==> config.mk <==
export PLATFORM = sky130hd
export DESIGN_NAME = ps2_key_queue
export DESIGN_NICKNAME = d
export VERILOG_FILES = /design/src/rtl/ps2_pkg.sv /design/src/rtl/ps2_key_fifo.sv /design/src/rtl/ps2_key_queue.sv
export SDC_FILE = /design/constraint.sdc
export NUM_CORES = 1
export LEC_CHECK = 0
export BUFFER_PORTS_ARGS = -buffer_cell sky130_fd_sc_hd__buf_2
export CAP_MARGIN = 20
export CORE_UTILIZATION = 53
export DETAILED_ROUTE_END_ITERATION = 12
export PLACE_DENSITY = 0.72
export SKIP_CTS_REPAIR_TIMING = 1
export SLEW_MARGIN = 20
export SYNTH_ARGS = -nofsm -noshare
export SYNTH_HDL_FRONTEND = slang
export SYNTH_SLANG_ARGS = --single-unit
export TNS_END_PERCENT = 30
==> constraint.sdc <==
create_clock -name CLOCK_50 -period 2.2 [get_ports CLOCK_50]
set_input_delay 0.33 -clock CLOCK_50 [delete_from_list [all_inputs] [get_ports CLOCK_50]]
set_output_delay 0.33 -clock CLOCK_50 [all_outputs]
set_load 0.03 [all_outputs]
==> src/rtl/ps2_pkg.sv <==
// Shared types and defaults for the PS/2 keystroke queue.
// Holds the decoder state enum, prefix byte defaults and the key entry layout.
package ps2_pkg;

    localparam int         PS2_CODE_W     = 8;
    localparam logic [7:0] PS2_BREAK_CODE = 8'hF0;
    localparam logic [7:0] PS2_EXT_CODE   = 8'hE0;

    typedef enum logic [1:0] {
        ST_IDLE,
        ST_EXT,
        ST_BRK,
        ST_EXT_BRK
    } dec_state_t;

    typedef struct packed {
        logic                  ext;
        logic [PS2_CODE_W-1:0] code;
    } key_entry_t;

endpackage

==> src/rtl/ps2_key_fifo.sv <==
// Generic first-word-fall-through FIFO with explicit occupancy counter.
// Ports: i_clk, i_rst (async, active-high), i_push/i_wdata write side,
//        i_pop read side, o_rdata head (zero when empty), o_empty, o_full,
//        o_count entries held 0..DEPTH.
module ps2_key_fifo #(
    parameter  int WIDTH = 9,
    parameter  int DEPTH = 8,
    localparam int AW    = $clog2(DEPTH),
    localparam int CW    = $clog2(DEPTH + 1)
) (
    input  logic             i_clk,
    input  logic             i_rst,
    input  logic             i_push,
    input  logic [WIDTH-1:0] i_wdata,
    input  logic             i_pop,
    output logic [WIDTH-1:0] o_rdata,
    output logic             o_empty,
    output logic             o_full,
    output logic [CW-1:0]    o_count
);

    logic [WIDTH-1:0] r_mem [DEPTH];
    logic [AW-1:0]    r_wr_ptr;
    logic [AW-1:0]    r_rd_ptr;
    logic [CW-1:0]    r_count;

    logic w_empty;
    logic w_full;
    logic w_do_pop;
    logic w_do_push;

    assign w_empty  = (r_count == '0);
    assign w_full   = (r_count == CW'(DEPTH));
    assign w_do_pop = i_pop && !w_empty;
    // A pop in the same cycle frees the slot, so a full FIFO still accepts.
    assign w_do_push = i_push && (!w_full || w_do_pop);

    always_ff @(posedge i_clk) begin
        if (w_do_push) begin
            r_mem[r_wr_ptr] <= i_wdata;
        end
    end

    always_ff @(posedge i_clk or posedge i_rst) begin
        if (i_rst) begin
            r_wr_ptr <= '0;
            r_rd_ptr <= '0;
            r_count  <= '0;
        end else begin
            // Power-of-two depth: pointers wrap naturally.
            if (w_do_push) begin
                r_wr_ptr <= r_wr_ptr + AW'(1);
            end
            if (w_do_pop) begin
                r_rd_ptr <= r_rd_ptr + AW'(1);
            end
            unique case ({w_do_push, w_do_pop})
                2'b10:   r_count <= r_count + CW'(1);
                2'b01:   r_count <= r_count - CW'(1);
                default: r_count <= r_count;
            endcase
        end
    end

    // Head forced to zero while empty so stale slots never leak out.
    assign o_rdata = w_empty ? '0 : r_mem[r_rd_ptr];
    assign o_empty = w_empty;
    assign o_full  = w_full;
    assign o_count = r_count;

endmodule

==> src/rtl/ps2_key_queue.sv <==
// PS/2 keystroke front end: decodes make/break/E0 prefixes and queues make codes.
// Ports: CLOCK_50, reset (async, active-high), rx_data/rx_en from the PS/2
//        receiver, key_ready consumer accept; key_valid/key_data/key_ext head,
//        key_count occupancy, overflow sticky drop flag.
// Build option KEY_REPEAT_FILTER_EN: suppress typematic repeats of a held key.
module ps2_key_queue
    import ps2_pkg::*;
#(
    parameter  int                DATA_W     = 8,
    parameter  int                DEPTH      = 8,
    parameter  logic [DATA_W-1:0] BREAK_CODE = DATA_W'(PS2_BREAK_CODE),
    parameter  logic [DATA_W-1:0] EXT_CODE   = DATA_W'(PS2_EXT_CODE),
    localparam int                CW         = $clog2(DEPTH + 1)
) (
    input  logic              CLOCK_50,
    input  logic              reset,
    input  logic [DATA_W-1:0] rx_data,
    input  logic              rx_en,
    input  logic              key_ready,
    output logic              key_valid,
    output logic [DATA_W-1:0] key_data,
    output logic              key_ext,
    output logic [CW-1:0]     key_count,
    output logic              overflow
);

    dec_state_t r_state;
    logic       r_overflow;

    logic            w_is_ext;
    logic            w_is_brk;
    logic            w_make;
    logic            w_brk;
    logic            w_ext;
    logic            w_push;
    logic            w_pop;
    logic            w_empty;
    logic            w_full;
    logic [DATA_W:0] w_entry;
    logic [DATA_W:0] w_head;

    assign w_is_ext = (rx_data == EXT_CODE);
    assign w_is_brk = (rx_data == BREAK_CODE);

    // w_make: byte completes a make code; w_brk: byte names a released key.
    always_comb begin
        w_make = 1'b0;
        w_brk  = 1'b0;
        w_ext  = 1'b0;
        if (rx_en) begin
            unique case (r_state)
                ST_IDLE: begin
                    w_make = !w_is_ext && !w_is_brk;
                end
                ST_EXT: begin
                    w_make = !w_is_ext && !w_is_brk;
                    w_ext  = 1'b1;
                end
                ST_BRK: begin
                    w_brk = 1'b1;
                end
                ST_EXT_BRK: begin
                    w_brk = 1'b1;
                    w_ext = 1'b1;
                end
                default: begin
                    w_make = 1'b0;
                end
            endcase
        end
    end

    assign w_entry = {w_ext, rx_data};

`ifdef KEY_REPEAT_FILTER_EN
    logic            r_held_vld;
    logic [DATA_W:0] r_held;
    logic            w_same;

    assign w_same = r_held_vld && (r_held == w_entry);
    assign w_push = w_make && !w_same;

    always_ff @(posedge CLOCK_50 or posedge reset) begin
        if (reset) begin
            r_held_vld <= 1'b0;
            r_held     <= '0;
        end else if (w_push) begin
            r_held     <= w_entry;
            r_held_vld <= 1'b1;
        end else if (w_brk && w_same) begin
            r_held_vld <= 1'b0;
        end
    end
`else
    logic w_unused_brk;

    assign w_unused_brk = w_brk;
    assign w_push       = w_make;
`endif

    assign w_pop = !w_empty && key_ready;

    always_ff @(posedge CLOCK_50 or posedge reset) begin
        if (reset) begin
            r_state    <= ST_IDLE;
            r_overflow <= 1'b0;
        end else begin
            if (w_push && w_full && !w_pop) begin
                r_overflow <= 1'b1;
            end
            if (rx_en) begin
                unique case (r_state)
                    ST_IDLE: begin
                        if (w_is_ext) begin
                            r_state <= ST_EXT;
                        end else if (w_is_brk) begin
                            r_state <= ST_BRK;
                        end
                    end
                    ST_EXT: begin
                        if (w_is_brk) begin
                            r_state <= ST_EXT_BRK;
                        end else if (!w_is_ext) begin
                            r_state <= ST_IDLE;
                        end
                    end
                    default: begin
                        r_state <= ST_IDLE;
                    end
                endcase
            end
        end
    end

    ps2_key_fifo #(
        .WIDTH (DATA_W + 1),
        .DEPTH (DEPTH)
    ) u_fifo (
        .i_clk   (CLOCK_50),
        .i_rst   (reset),
        .i_push  (w_push),
        .i_wdata (w_entry),
        .i_pop   (w_pop),
        .o_rdata (w_head),
        .o_empty (w_empty),
        .o_full  (w_full),
        .o_count (key_count)
    );

    assign key_valid = !w_empty;
    assign key_ext   = w_head[DATA_W];
    assign key_data  = w_head[DATA_W-1:0];
    assign overflow  = r_overflow;

endmodule

==> results by group, run 1 <==
Status
  – Status: finished, violations left
  – Failing checks: hold timing, setup timing

Routing
  – Antenna-violating nets left: 0
  – Routed vias: 1940
  – Wire length per cell: 21.2 µm
  – # DRC: 0
  – TritonRoute pass-1 iters: 4
  – Final WL: between 6000 and 7000 µm
  – Initial DRC Count: 133
  – Vias per inst: between 5 and 6

Synthesis
  – YS warnings: 0
  – Async SR Flop Fraction: 15.3%
  – Post-Syn Area: 3490 µm²
  – Most used flip-flop cell after synthesis: edfxtp_1
  – Distinct cell type count of the synthesized netlist: 38
  – Syn_nets: 203
  – Yosys reg bits: 85
  – Sequential share of the synthesized area: a little under three quarters
  – Mean Syn Cell Area: around 19 µm²
  – Post-synth EDFFs: just over 70
  – Cells after synthesis: 188

Layout
  – Share of cells above drive strength 1: between 30% and 40%
  – Nets: 262
  – P&R area growth vs syn: 18.3%
  – N_diodes: 0

Die
  – Die width: 83.1 µm
  – Die height: slightly above 80 µm
  – Ports: 27
  – Rows: 29
  – Initial Util: between 50% and 60%
  – Core area: 6350 µm²
  – DIE AREA: 6910 µm²

Setup path
  – CP Data Arrival Time: 1.90 ns
  – Worst Setup Path Type: reg2out
  – R2R Path End: u_fifo.r_mem[5][6]
  – Slowest stage delay, CP: 0.50 ns
  – CP cell instances: clkbuf_16, mux4_2, mux2i_1, nor2_1, buf_2
  – Top delay family on crit path: multiplexers
  – Worst path slowest cell: mux4_2
  – Crit end category: output pin
  – Flop2flop setup slack: 0.17 ns
  – Crit path to: key_data[4]
  – CP Data Required Time: 1.87 ns
  – Critical path peak fanout: 10
  – Stages on worst setup path: 5
  – R2R Path Start: r_state[1]
  – R2R cell count: 5
  – Crit path buf inv count: 2
  – Worst setup SP type: register
  – CP Launch Point: u_fifo.r_rd_ptr[0]

Clock tree
  – Worst skew pair latency: 0.35 ns
  – CTS tree: built
  – Clock sink total: 85
  – Num CTS Buffers: 9
  – # H-tree levels: 3
  – CTS Buffer Depth: 2
  – Clock root cell: clkbuf_8
  – Clock transition at path regs: 0.09 ns

Timing
  – Setup Skew: 0.0137 ns
  – Actual slew at the worst max-slew pin: 0.879 ns
  – Fin crit share: 101%
  – Final WS setup: -0.0301 ns
  – Hold Violations, Final: 4
  – Slew margin rel.: between 40 and 50%
  – Setup violators final: 7
  – TNS Setup: -0.124 ns
  – Fmax: roughly 450 MHz
  – Min Clock Period, post-route: 2.23 ns
  – Hold slack: -0.00504 ns
  – RSZ-0062 raised after global routing: yes
  – Slew Viols, Final: 0

Pwr
  – Leak: between 1.5 and 2 nW
  – Worst VDD drop: 0.954 mV
  – PwrDens: 1300 nW/µm²

Global route
  – Largest net degree at the start of global routing: 21
  – Global route overflow: 0
  – Global-route wire length before repair: 10600 µm
  – Total track usage: a little over a fifth
  – Initial antenna violation count: 0
  – Vias in the first global route: 1972

Place
  – Final RePlAce weighted congestion: 0.795
  – PortBufs: 26
  – Hpwl dp: between 4000 and 5000 µm

Hold path
  – HP Class: in2async

Run
  – Maxcap violations: 0
-- cells in the final DEF (no fill, tap or decap), types with 2 or more instances in the layout --
| cell type | count |
|---|---|
| edfxtp_1 | 72 |
| buf_2 | 25 |
| buf_4 | 24 |
| mux4_2 | 18 |
| nor2_1 | 14 |
| dfrtp_1 | 12 |
| mux2i_1 | 10 |
| clkbuf_8 | 9 |
| nand2_1 | 7 |
| nor2_2 | 5 |
| xnor2_1 | 5 |
| clkbuf_1 | 5 |
| a21oi_1 | 3 |
| mux2_1 | 3 |
| nand2b_1 | 3 |
| ha_1 | 3 |
| or3_1 | 2 |
| inv_1 | 2 |
| nor3_1 | 2 |
| nand3_1 | 2 |
| clkbuf_16 | 2 |
| buf_12 | 2 |
-- final cells by class --
cell class	instances	area, µm²
inverter	3	13.8
multi-input combinational	95	978
clock buffer	14	143
clock inverter	2	11.3
timing repair buffer	53	395
sequential	85	2490
fill	417	2220
tap	77	96.3
-- metal layers --
metal | vias to the layer above | GRT usage, % | share of wire (%)
li1 | 855 | - | -
met1 | 998 | 28.1 | 42
met2 | 69 | 34.2 | 50
met3 | 18 | 4.97 | 4.6
met4 | 0 | 9.09 | 2.7
met5 | - | 0 | 0
-- how the worst min path moves through the flow --
stage                      from                 end  slack, ns  cells past startpoint
after floorplan           reset            overflow       0.21                      1
after global placement    reset            overflow       0.37                      2
after detailed placement  reset   u_fifo.o_count[1]       0.39                      2
after CTS                 reset          r_state[1]       0.01                      2
after global routing      reset  u_fifo.r_wr_ptr[2]       0.04                      2
final                     reset  u_fifo.r_wr_ptr[0]     -0.005                      2
-- cells by family after synthesis --
logic type | synth area share (%)
DFF | 71.3
and+or+nand+nor | 7.46
muxes | 15.5
AOI/OAI and AO/OA | 2.12
buffers and inverters | 1.11
xor gates and xnor gates | 1.51
adders and majority gates | 1.08
-- worst reg2reg max path, stage by stage, from the launching register on --
cell and delay, ns:
dfrtp_1 0.39, nor2b_1 0.15, o21ai_1 0.14, nor2_2 0.13, nand2_1 0.13, nor2_1 0.71
-- synthesized netlist by cell type (3+ instances only) --
cell type  number  area [µm²]
a21oi_1         3        15.0
nor2_1         18        67.6
mux2_1          3        33.8
nand2_1         7        26.3
xnor2_1         5        43.8
mux2i_1        10         100
dfrtp_1        13         325
nor3_1          3        15.0
ha_1            3        37.5
nand2b_1        3        18.8
mux4_2         18         405
edfxtp_1       72        2160
-- registers in the layout, summed over array words and instances, names as in the netlist --
signal,flops
u_fifo.r_rd_ptr,3
u_fifo.r_wr_ptr,3
overflow,1
u_fifo.o_count,4
r_state,2
u_fifo.r_mem,72
-- where the power goes --
part | internal, mW | total (mW) | leakage [nW] | switching, mW
clock | 0.410 | 0.925 | 0.0723 | 0.515
combinational | 0.994 | 2.25 | 0.615 | 1.25
sequential | 2.01 | 2.18 | 0.815 | 0.168
total | 3.41 | 5.35 | 1.50 | 1.94
-- metrics by stage --
stage | area [µm²] | utilization, % | setup slack (ns) | power, mW | std cells
finish | 4130 | 65.0 | -0.0301 | 5.35 | 329
global placement | 3910 | 61.6 | -0.0795 | 4.24 | 311
CTS | 4060 | 64.0 | -0.0643 | 5.23 | 327
global route | 4130 | 65.0 | -0.0902 | 5.58 | 329
floorplan | 3490 | - | -0.192 | 3.65 | 188
detailed placement | 3910 | 61.6 | -0.194 | 4.33 | 311
(Power assumes the default switching activity.)
==> run 2, diff against run 1 <==
==> constraint.sdc (replaced) <==
create_clock -name CLOCK_50 -period 2.2 [get_ports CLOCK_50]
set_input_delay 0.33 -clock CLOCK_50 [delete_from_list [all_inputs] [get_ports CLOCK_50]]
set_output_delay 0.33 -clock CLOCK_50 [all_outputs]
set_load 0.01 [all_outputs]
==> results by group, run 2 (synthesized netlist as in run 1, its figures left out) <==
Status
  – Failing checks: hold timing
  – Status: finished, violations left

Global route
  – Vias in the first global route: 2034
  – Initial antenna violation count: 0
  – Global-route wire length before repair: about 11000 µm
  – Total track usage: 21.9%
  – Largest net degree at the start of global routing: 21
  – Global route overflow: 0

Layout
  – Share of cells above drive strength 1: 39.8%
  – Post-Layout Cell Count: 328
  – Nets: 261
  – Commonest non-fill, non-tap cell in the layout: edfxtp_1
  – Fill cell count: 429
  – Seq. cell area: approximately 2500 µm²
  – Commonest non-fill, non-tap cells in the layout: edfxtp_1, buf_2, buf_4
  – Largest reg by FF count: u_fifo.r_mem
  – P&R area growth vs syn: 18.4%
  – Number of flip-flops in the largest register: 72
  – N_diodes: 0
  – Area occupied by multi-input gates: approximately 1000 µm²

Die
  – Die width: 83.1 µm
  – Initial Util: a little over half
  – Ports: 27
  – DIE AREA: 6910 µm²
  – Core area: 6350 µm²
  – Rows: 29
  – Die height: 83.1 µm

Pwr
  – Clock share of power: a little over a fifth
  – Sw Pwr: between 1.5 and 2 mW
  – PwrDens: 1230 nW/µm²
  – Reg power frac: 42.5%
  – Gate power share: roughly 36%
  – Leak: roughly 1.5 nW
  – Worst VDD drop: 0.986 mV
  – Sw frac: 31.6%
  – Int Pwr: 3.46 mW

Routing
  – Wire length per cell: 20.4 µm
  – Initial DRC Count: 116
  – Antenna-violating nets left: 0
  – # DRC: 0
  – Vias per inst: 5.74
  – Final WL: approximately 6700 µm
  – Routed vias: 1882
  – TritonRoute pass-1 iters: 4

Setup path
  – CP cell instances: buf_12, mux4_2, mux2i_1, nor2_1, buf_2
  – Flop2flop setup slack: 0.22 ns
  – R2R cell count: 6
  – Worst setup SP type: register
  – Critical path peak fanout: 20
  – Crit end category: output pin
  – Worst path slowest cell: mux4_2
  – CP Data Required Time: 1.87 ns
  – CP Data Arrival Time: 1.84 ns
  – Slowest stage delay, CP: 0.52 ns
  – Worst Setup Path Type: reg2out

Place
  – Placed cells: 312
  – Final RePlAce weighted congestion: 0.845
  – Hpwl dp: 4500 µm
  – Post-Place Setup Slack: -0.232 ns
  – PortBufs: 26

Timing
  – Hold Violations, Final: 9
  – Fin crit share: 98.6%
  – Fmax: 461 MHz
  – Setup Skew: around 0.009 ns
  – RSZ-0062 raised after global routing: yes
  – Min Clock Period, post-route: 2.17 ns
  – Setup violators final: 0
  – Actual slew at the worst max-slew pin: 0.648 ns
  – Hold slack: -0.00502 ns
  – Final WS setup: ~0.032 ns
  – Slew Viols, Final: 0
  – Slew margin rel.: 56.7%

Clock tree
  – CTS tree: built
  – CTS Buffer Depth: 2
  – Worst skew pair latency: 0.35 ns
  – Clock sink total: 85
  – Clock transition at path regs: approximately 0.09 ns
  – Clock root cell: clkbuf_8
  – # H-tree levels: 3
  – Num CTS Buffers: 9

Hold path
  – HP Class: in2async

Run
  – Maxcap violations: 0
[run 2: changes by cell type in the layout (fill, tap and decap cells not counted)]
cell | before | now
clkinv_2 | 0 | 3
clkbuf_8 | 9 | 10
clkbuf_16 | 2 | 0
clkinvlp_4 | 1 | 0
clkbuf_1 | 5 | 0
clkinv_4 | 0 | 2
clkinv_1 | 1 | 0
nor2_2 | 5 | 7
buf_2 | 25 | 26
nor2_1 | 14 | 12
dfrtp_1 | 12 | 13
bufinv_16 | 0 | 1
dfrtp_2 | 1 | 0
[run 2: power by group through the flow]
stage          sequential [mW]  combinational, mW  clock (mW)
5_1_grt                   2.18               1.99        1.18
6_report                  2.15               1.81        1.10
3_3_place_gp              2.18               1.76           0
3_5_place_dp              2.19               1.83           0
2_1_floorplan             2.18               1.16           0
4_1_cts                   2.16               1.83        1.12
[run 2: path summary, 6_finish.rpt]
| kind | from | end |
|---|---|---|
| hold / removal | reset | u_fifo.r_rd_ptr[1] |
| hold reg to reg | overflow | overflow |
| max in group asynchronous | reset | u_fifo.r_wr_ptr[1] |
| setup / recovery | u_fifo.r_rd_ptr[0] | key_data[0] |
| min in group CLOCK_50 | rx_data[2] | u_fifo.r_mem[3][2] |
| setup reg to reg | u_fifo.o_count[1] | u_fifo.r_mem[3][7] |
[run 2: worst max-delay path, delay by kind of cell (launching register included)]
family	cells	cell delay [ns]
flip-flops	1	0.38
multiplexers	2	0.67
buffers and inverters	2	0.34
AND/OR/NAND/NOR	1	0.08
[run 2: cell type report]
class | count | area share, %
multi-input cells | 95 | 23.8
clock inverters | 6 | 1.51
flip-flops and latches | 85 | 60.2
repair buffers | 52 | 8.48
clock buffers | 10 | 3.33
well taps | 77 | 2.33
inverters | 3 | 0.333
[run 2: metrics by stage]
step	util [%]	power, mW	setup TNS, ns	area, µm²
after floorplan	-	3.34	-0.462	3490
after global placement	61.7	3.94	-1.43	3920
after detailed placement	61.7	4.02	-7.51	3920
after CTS	64.8	5.11	-0.467	4120
after global routing	65.1	5.34	-0.518	4130
final	65.1	5.06	0	4130
[run 2: routing by layer]
metal / up-vias / global-route usage [%] / share of wire [%]
li1: 852 / - / -
met1: 946 / 30.5 / 42
met2: 77 / 33.5 / 50
met3: 7 / 5.17 / 6.5
met4: 0 / 9.25 / 1.3
met5: - / 0 / 0
